--- src/rtl/inst_fetch_queue.sv ---
// Instruction fetch stage: owns the fetch PC, captures bus words into a small FIFO and hands {pc, inst} to decode.
// Optional same-cycle bypass of an empty queue: define INST_FETCH_QUEUE_BYPASS_EN.
module inst_fetch_queue #(
    parameter logic [31:0] RESET_PC = 32'h0000_0000,
    parameter int          DEPTH    = 4
) (
    input  logic        i_clock,
    input  logic        i_reset,
    output logic [31:0] o_inst_addr,
    input  logic [31:0] i_inst,
    input  logic        i_inst_busy,
    input  logic        i_redirect,
    input  logic [31:0] i_redirect_pc,
    output logic        o_valid,
    output logic [31:0] o_inst,
    output logic [31:0] o_pc,
    input  logic        i_ready
);

    localparam int PTR_W = (DEPTH > 1) ? $clog2(DEPTH) : 1;
    localparam int CNT_W = $clog2(DEPTH + 1);
    localparam logic [CNT_W-1:0] FULL = CNT_W'(DEPTH);

    logic [31:0]      pc_q, pc_d;
    logic [PTR_W-1:0] wptr_q, wptr_d;
    logic [PTR_W-1:0] rptr_q, rptr_d;
    logic [CNT_W-1:0] count_q, count_d;
    logic [31:0]      mem_pc_q   [DEPTH];
    logic [31:0]      mem_inst_q [DEPTH];

    logic fifo_empty;
    logic push;
    logic pop;
    logic fifo_wr;
    logic fifo_rd;

    assign fifo_empty  = (count_q == '0);
    assign o_inst_addr = pc_q;

    assign pop  = o_valid & i_ready & ~i_redirect;
    assign push = ~i_inst_busy & ~i_redirect & ((count_q != FULL) | pop);

`ifdef INST_FETCH_QUEUE_BYPASS_EN
    logic bypass;

    // Bypass term avoids the pop->push dependency: with an empty queue there is always room.
    assign bypass  = i_reset & fifo_empty & ~i_inst_busy & ~i_redirect;
    assign o_valid = i_reset & (~fifo_empty | bypass);
    assign o_inst  = bypass ? i_inst : mem_inst_q[rptr_q];
    assign o_pc    = bypass ? pc_q   : mem_pc_q[rptr_q];
    assign fifo_wr = push & ~(bypass & pop);
    assign fifo_rd = pop & ~fifo_empty;
`else
    assign o_valid = ~fifo_empty;
    assign o_inst  = mem_inst_q[rptr_q];
    assign o_pc    = mem_pc_q[rptr_q];
    assign fifo_wr = push;
    assign fifo_rd = pop;
`endif

    always_comb begin
        pc_d    = pc_q;
        wptr_d  = wptr_q;
        rptr_d  = rptr_q;
        count_d = count_q;
        if (i_redirect) begin
            pc_d    = i_redirect_pc & ~32'h3;
            wptr_d  = '0;
            rptr_d  = '0;
            count_d = '0;
        end else begin
            if (push) begin
                pc_d = pc_q + 32'd4;
            end
            if (fifo_wr) begin
                wptr_d = wptr_q + PTR_W'(1);
            end
            if (fifo_rd) begin
                rptr_d = rptr_q + PTR_W'(1);
            end
            case ({fifo_wr, fifo_rd})
                2'b10:   count_d = count_q + CNT_W'(1);
                2'b01:   count_d = count_q - CNT_W'(1);
                default: count_d = count_q;
            endcase
        end
    end

    always_ff @(posedge i_clock or negedge i_reset) begin
        if (!i_reset) begin
            pc_q    <= RESET_PC;
            wptr_q  <= '0;
            rptr_q  <= '0;
            count_q <= '0;
        end else begin
            pc_q    <= pc_d;
            wptr_q  <= wptr_d;
            rptr_q  <= rptr_d;
            count_q <= count_d;
        end
    end

    // Storage is cleared on reset so the head reads as zero while the queue has never been written.
    always_ff @(posedge i_clock or negedge i_reset) begin
        if (!i_reset) begin
            for (int i = 0; i < DEPTH; i++) begin
                mem_pc_q[i]   <= '0;
                mem_inst_q[i] <= '0;
            end
        end else if (fifo_wr) begin
            mem_pc_q[wptr_q]   <= pc_q;
            mem_inst_q[wptr_q] <= i_inst;
        end
    end

endmodule

--- config.mk ---
export PLATFORM = sky130hd
export DESIGN_NAME = inst_fetch_queue
export DESIGN_NICKNAME = d
export VERILOG_FILES = /design/src/rtl/inst_fetch_queue.sv
export SDC_FILE = /design/constraint.sdc
export NUM_CORES = 1
export LEC_CHECK = 0
export CAP_MARGIN = 25
export CORE_MARGIN = 4
export CORE_UTILIZATION = 49
export CTS_CLUSTER_SIZE = 28
export DETAILED_ROUTE_END_ITERATION = 10
export GPL_ROUTABILITY_DRIVEN = 0
export PLACE_DENSITY = 0.75
export SLEW_MARGIN = 20
export SYNTH_ARGS = -nofsm -noshare
export SYNTH_HDL_FRONTEND = slang
export SYNTH_SLANG_ARGS = --single-unit
--- constraint.sdc ---
create_clock -name i_clock -period 1.9 [get_ports i_clock]
set_input_delay 0.19 -clock i_clock [delete_from_list [all_inputs] [get_ports i_clock]]
set_output_delay 0.19 -clock i_clock [all_outputs]
set_load 0.02 [all_outputs]
## Word level (Yosys, flattened, before mapping)

Cells that the tools add are included.
W data, S select, Z words.

| storage, ports and cells | value |
|---|---|
| register bits after elaboration | 295 |
| input bits | 69 |
| word-level logic and storage cells | 56 |

| operators by class | value |
|---|---|
| equal/unequal tests | 3 |
| bitwise gates (word level) | 10 |
| add/sub/neg operators | 5 |
| muxes and demuxes | 18 |
| magnitude comparators | 3 |
| reduce and logical (&&, ||, !) cells | 5 |

Operators with widths:

| kind | number |
|---|---|
| $bwmux W128 | 2 |
| $mux W32 | 7 |
| $bmux W32 S2 | 2 |
| $demux W32 S2 | 1 |
| $add A32 B3 Y32 const B | 1 |
| $mux W2 | 4 |
| $ge A3 B3 Y1 const B | 2 |
| $not A2 Y3 | 2 |
| $pmux W3 S2 | 1 |
| $add A2 B1 Y2 const B | 2 |
| $and A1 B1 Y1 | 4 |
| $reduce_bool A2 Y1 | 2 |
| $add A3 B1 Y3 const B | 1 |
| $logic_not A3 Y1 | 1 |
| $lt A3 B1 Y1 const B | 1 |
| $mux W3 | 1 |
| $ne A3 B3 Y1 const B | 1 |
| $not A1 Y1 | 3 |
| $reduce_bool A3 Y1 | 1 |
| $sub A3 B1 Y3 const B | 1 |
| $eq A2 B1 Y1 const B | 1 |
| $eq A2 B2 Y1 const B | 1 |
| $logic_and A1 B1 Y1 | 1 |
| $or A1 B1 Y1 | 1 |

## Longest topological paths before layout

| logic depth | value |
|---|---|
| depth after elaboration | 9 |
| depth in mapped cells | 8 |
| mapped depth without buffers | 6 |

## Worst setup path before layout

Ideal clock, no wire load.

| timing path | value |
|---|---|
| path type | in2reg |
| start | input i_redirect |
| end | register count_q[2] |
| setup slack | -183 ps |
| arrival time | 1958 ps |
| data required time | 1775 ps |
| setup time | 125 ps |
| cell stages on the path | 7 |
| path through | clkbuf_1 clkbuf_1 buf_1 nor2_1 fa_1 a21oi_1 mux2_2 |

| on the way | value |
|---|---|
| word-level cells in the longest chain between the ends | 7 |

Ends and longest elaborated chain:

| what | RTL line | RTL |
|---|---|---|
| from (decl) | 12 | `input logic i_redirect,` |
| $not A1 Y1 | 40, 41 |  |
| $and A1 B1 Y1 | 40 | `assign pop = o_valid & i_ready & ~i_redirect;` |
| $or A1 B1 Y1 | 41 | `assign push = ~i_inst_busy & ~i_redirect & ((count_q != FULL) \| pop);` |
| $and A1 B1 Y1 | 41 |  |
| $eq A2 B1 Y1 or $eq A2 B2 Y1 (tied branches) | 81 | `case ({fifo_wr, fifo_rd})` |
| $pmux W3 S2 | 81 |  |
| $mux W3 | 66 | `if (i_redirect) begin` |
| to (signal assigned) | 99 | `count_q <= count_d;` |
| to (decl) | 27 | `logic [CNT_W-1:0] count_q, count_d;` |

Several ways; a longest one is shown, not always the timed one.
A chain may end at the register's enable or synchronous reset.

## Worst setup path in the final report

| timing path | value |
|---|---|
| start | register rptr_q[0] |
| end | output o_inst[11] |

| on the way | value |
|---|---|
| word-level cells in the longest chain between the ends | 4 |

Ends and longest elaborated chain:

| what | RTL line | RTL |
|---|---|---|
| from (decl) | 26 | `logic [PTR_W-1:0] rptr_q, rptr_d;` |
| from (signal assigned) | 98 | `rptr_q <= rptr_d;` |
| $not A2 Y3 (not written as such) | 55 | `assign o_inst = mem_inst_q[rptr_q];` |
| $bmux W32 S2 | 55 |  |
| $mux W32 (not written as such) (2 in series) | 55 |  |
| to (decl) | 15 | `output logic [31:0] o_inst,` |

Every way passes these cells. The select of a mux whose other input is x is not followed.

==> summary.txt <==
STA
  – Setup-failing EPs final: 170
  – Tmin final: 2.30 ns
  – Fin crit share: 121%
  – Worst Tran Pin Value: 0.545 ns
  – Relative slew slack: 63.7%
  – Fin worst setup slack: -0.402 ns
  – Fmax: 0.434 GHz
  – Final setup TNS: -23.15 ns
  – Final Max Slew Viols: 0
  – Min Hold Slack: 0.190 ns
  – Final hold violations: 0
  – Clock skew: 0.0123 ns
  – Unrepaired setup endpoints after global routing: yes

Global routing
  – GRT Residual Overflow: 0
  – All-Layer GR Usage: 22.7%
  – Number of global-route vias before repair: 9390
  – Largest net degree at the start of global routing: 65
  – Initial antenna violation count: 2
  – First-pass GRT wire length: 52700 um

Yosys
  – Synth Area in Compound Gates: 3.02%
  – Post-Synth Simple-Gate Area: 5.59%
  – Post-Syn Instances: 893
  – Synthesized area: 13100 um^2
  – Ys flop type: dfrtp_1
  – Ys Warns: 0
  – Mux cell area share after synthesis: 32.2%
  – Main combinational cell family by area after synthesis: multiplexers
  – Post-Synth XOR/XNOR Area: 0.871%
  – Register area share after synthesis: 54.6%
  – Synth area leaders: dfrtp_1 (55%), mux2_2 (21%), mux4_2 (11%)
  – Distinct cells, synth: 48
  – Ys async rst share: 100%
  – Mean Syn Cell Area: 14.6 um^2
  – Post-synthesis adder-cell area fraction: 0.632%
  – Count of flip-flops with a built-in enable after synthesis: 0
  – Synth area leader: dfrtp_1
  – Top-area cell type share of the netlist area: 54.6%
  – Post-synthesis register bit count: 285

Clock network
  – Clk_lat worst skew: 0.55 ns
  – Max clock buf depth: 3
  – H-tree depth: 1
  – TritonCTS buffer count: 30
  – Clock transition at path regs: 0.06 ns
  – CTS Root Cell: clkbuf_16
  – CTS tree: done
  – CTS sink count: 285

Power and ir drop
  – Switch Pwr: 6.41 mW
  – Leakage: 8.02 nW
  – Sequential share of power: 40.7%
  – Switching power share of the total: 28.8%
  – Comb pwr share: 33.1%
  – Clock Power Share: 26.2%
  – Total power: 22.3 mW
  – Internal power: 15.8 mW
  – Maximum vdd drop: 0.834 mV
  – Power per cell area: 1240 nW/um^2

Setup path
  – Worst-path maximum fanout: 6
  – Critical Path AT: 2.11 ns
  – Worst EP required: 1.71 ns
  – Endpoint class of the critical path: primary output
  – Worst Setup EP: o_inst[11]
  – Startpoint types: flop
  – Worst r2r dst: o_inst_addr[21]$_DFFE_PN0N_
  – R2R Setup Slk: -0.25 ns
  – R2r worst-path depth: 6
  – Reg-to-Reg Start: o_inst_addr[11]$_DFFE_PN0N_
  – Setup Crit Path Kind: flop to primary output
  – Critical path origin: rptr_q[0]$_DFFE_PN0P_

Final layout
  – Fraction of layout cells with a size suffix above 1: 50.8%
  – Post-Route Utilization: 68.6%
  – Fin nets: 1213
  – Commonest cells after routing, fill and taps aside: dfrtp_1 (268), mux2_2 (167), mux2_4 (82)
  – Ant. Diodes: 0
  – Area growth, synth to finish: 37.1%
  – Commonest non-fill, non-tap cell in the layout: dfrtp_1

Floorplanning
  – Die Y: 171 um
  – I/O pin total: 166
  – Core area: 26100 um^2
  – DIE AREA: 29300 um^2
  – Site Rows: 59
  – Initial core utilization: 50.0%
  – DIE WIDTH: 171 um

Hold path
  – HP Class: primary input to asynchronous set/reset pin

Routing
  – DR vias: 8632
  – WL final: 33200 um
  – Routed Antenna Nets: 0
  – Drc violations: 0
  – WL per Instance: 22.2 um
  – DRT iter0 DRCs: 593
  – DR pass1 iterations: 4
  – Via-to-Cell Ratio: 5.77

Place
  – Buffers on Ports: 159
  – Post-Place Worst Slack: -0.384 ns
  – Post-DP HPWL: 20000 um

Run
  – Number of max-cap violations: 0

Status
  – Outcome: finished with violations
  – Failing checks: setup timing
-- logic make-up after synthesis --
logic type / after synthesis
AO/OA/AOI/OAI: 62
adder cells (fa/ha/maj): 6
buffers and inverters: 84
AND/OR/NAND/NOR: 130
flip-flops: 285
XOR/XNOR: 13
multiplexers: 312
other: 1
-- repair_timing --
action	in CTS	in global routing
pin swaps	19	7
endpoints found under the hold margin	58	0
resized for setup	461	53
setup endpoints to repair	331	343
hold buffers	1	0
setup buffers	23	3
gates cloned	17	1
-- metal layers --
metal  track usage (%)  share of wire (%)  vias up
met4              4.20                1.7        4
met5                 0              0.063        -
li1                  -                  -     3810
met2              37.6                 49      237
met1              31.8                 44     4530
met3              4.44                5.3       51
-- cells in the mapped netlist, types with 5 or more instances --
master    number
inv_1          7
nand3_1       13
a31oi_1       14
or4_1         11
mux2_2       249
or3_1         12
dfrtp_1      285
o21ai_0       22
nand4_1        7
xnor2_1       12
nor3_1         6
nor4_1         5
mux4_2        62
o31ai_1        9
nor2_1        25
nand2_1       27
buf_2         40
buf_4          7
ha_1           5
clkbuf_1      24
-- sequential cells by signal, indices dropped and copies added, names as in the netlist --
register and flops:
rptr_q 2, wptr_q 2, count_q 3, mem_pc_q 120, mem_inst_q 128, o_inst_addr 30
-- power groups by stage --
stage	sequential [mW]	combinational, mW	clock (mW)
floorplan	8.80	4.19	0
global route	9.27	7.84	6.22
global placement	8.95	6.42	0
detailed placement	9.08	6.57	0
finish	9.06	7.36	5.83
CTS	9.00	7.24	5.94
-- through the flow --
step,cell area [um^2],std cells
finish,17900,1496
CTS,17700,1495
global route,17900,1496
floorplan,13200,896
global placement,15700,1400
detailed placement,15700,1400
-- worst min-delay path by stage --
stage                 startpoint                     endpoint  slack (ns)
2_1_floorplan            i_reset       count_q[0]$_DFFE_PN0P_       -0.11
3_3_place_gp             i_reset  mem_inst_q[112]$_DFFE_PN0P_        0.18
3_5_place_dp             i_reset   mem_inst_q[80]$_DFFE_PN0P_        0.19
4_1_cts        i_redirect_pc[11]  o_inst_addr[11]$_DFFE_PN0N_        0.18
5_1_grt        i_redirect_pc[11]  o_inst_addr[11]$_DFFE_PN0N_        0.20
6_report                 i_reset   mem_inst_q[80]$_DFFE_PN0P_        0.19
-- critical path: stages (launching register included) --
cell and delay, ns:
dfrtp_4 0.52, buf_12 0.15, buf_12 0.13, buf_16 0.14
mux4_2 0.45, buf_6 0.15
-- area by class of cell --
type | count | area [um^2]
Sequential cell | 285 | 7160
Clock buffer | 41 | 853
Tap cell | 335 | 419
Clock inverter | 14 | 130
Timing Repair Buffer | 285 | 3280
Fill cell | 1833 | 8210
Inverter | 8 | 30.0
Multi-Input combinational cell | 528 | 6050
No activity file was read; power rests on OpenSTA's default activity.
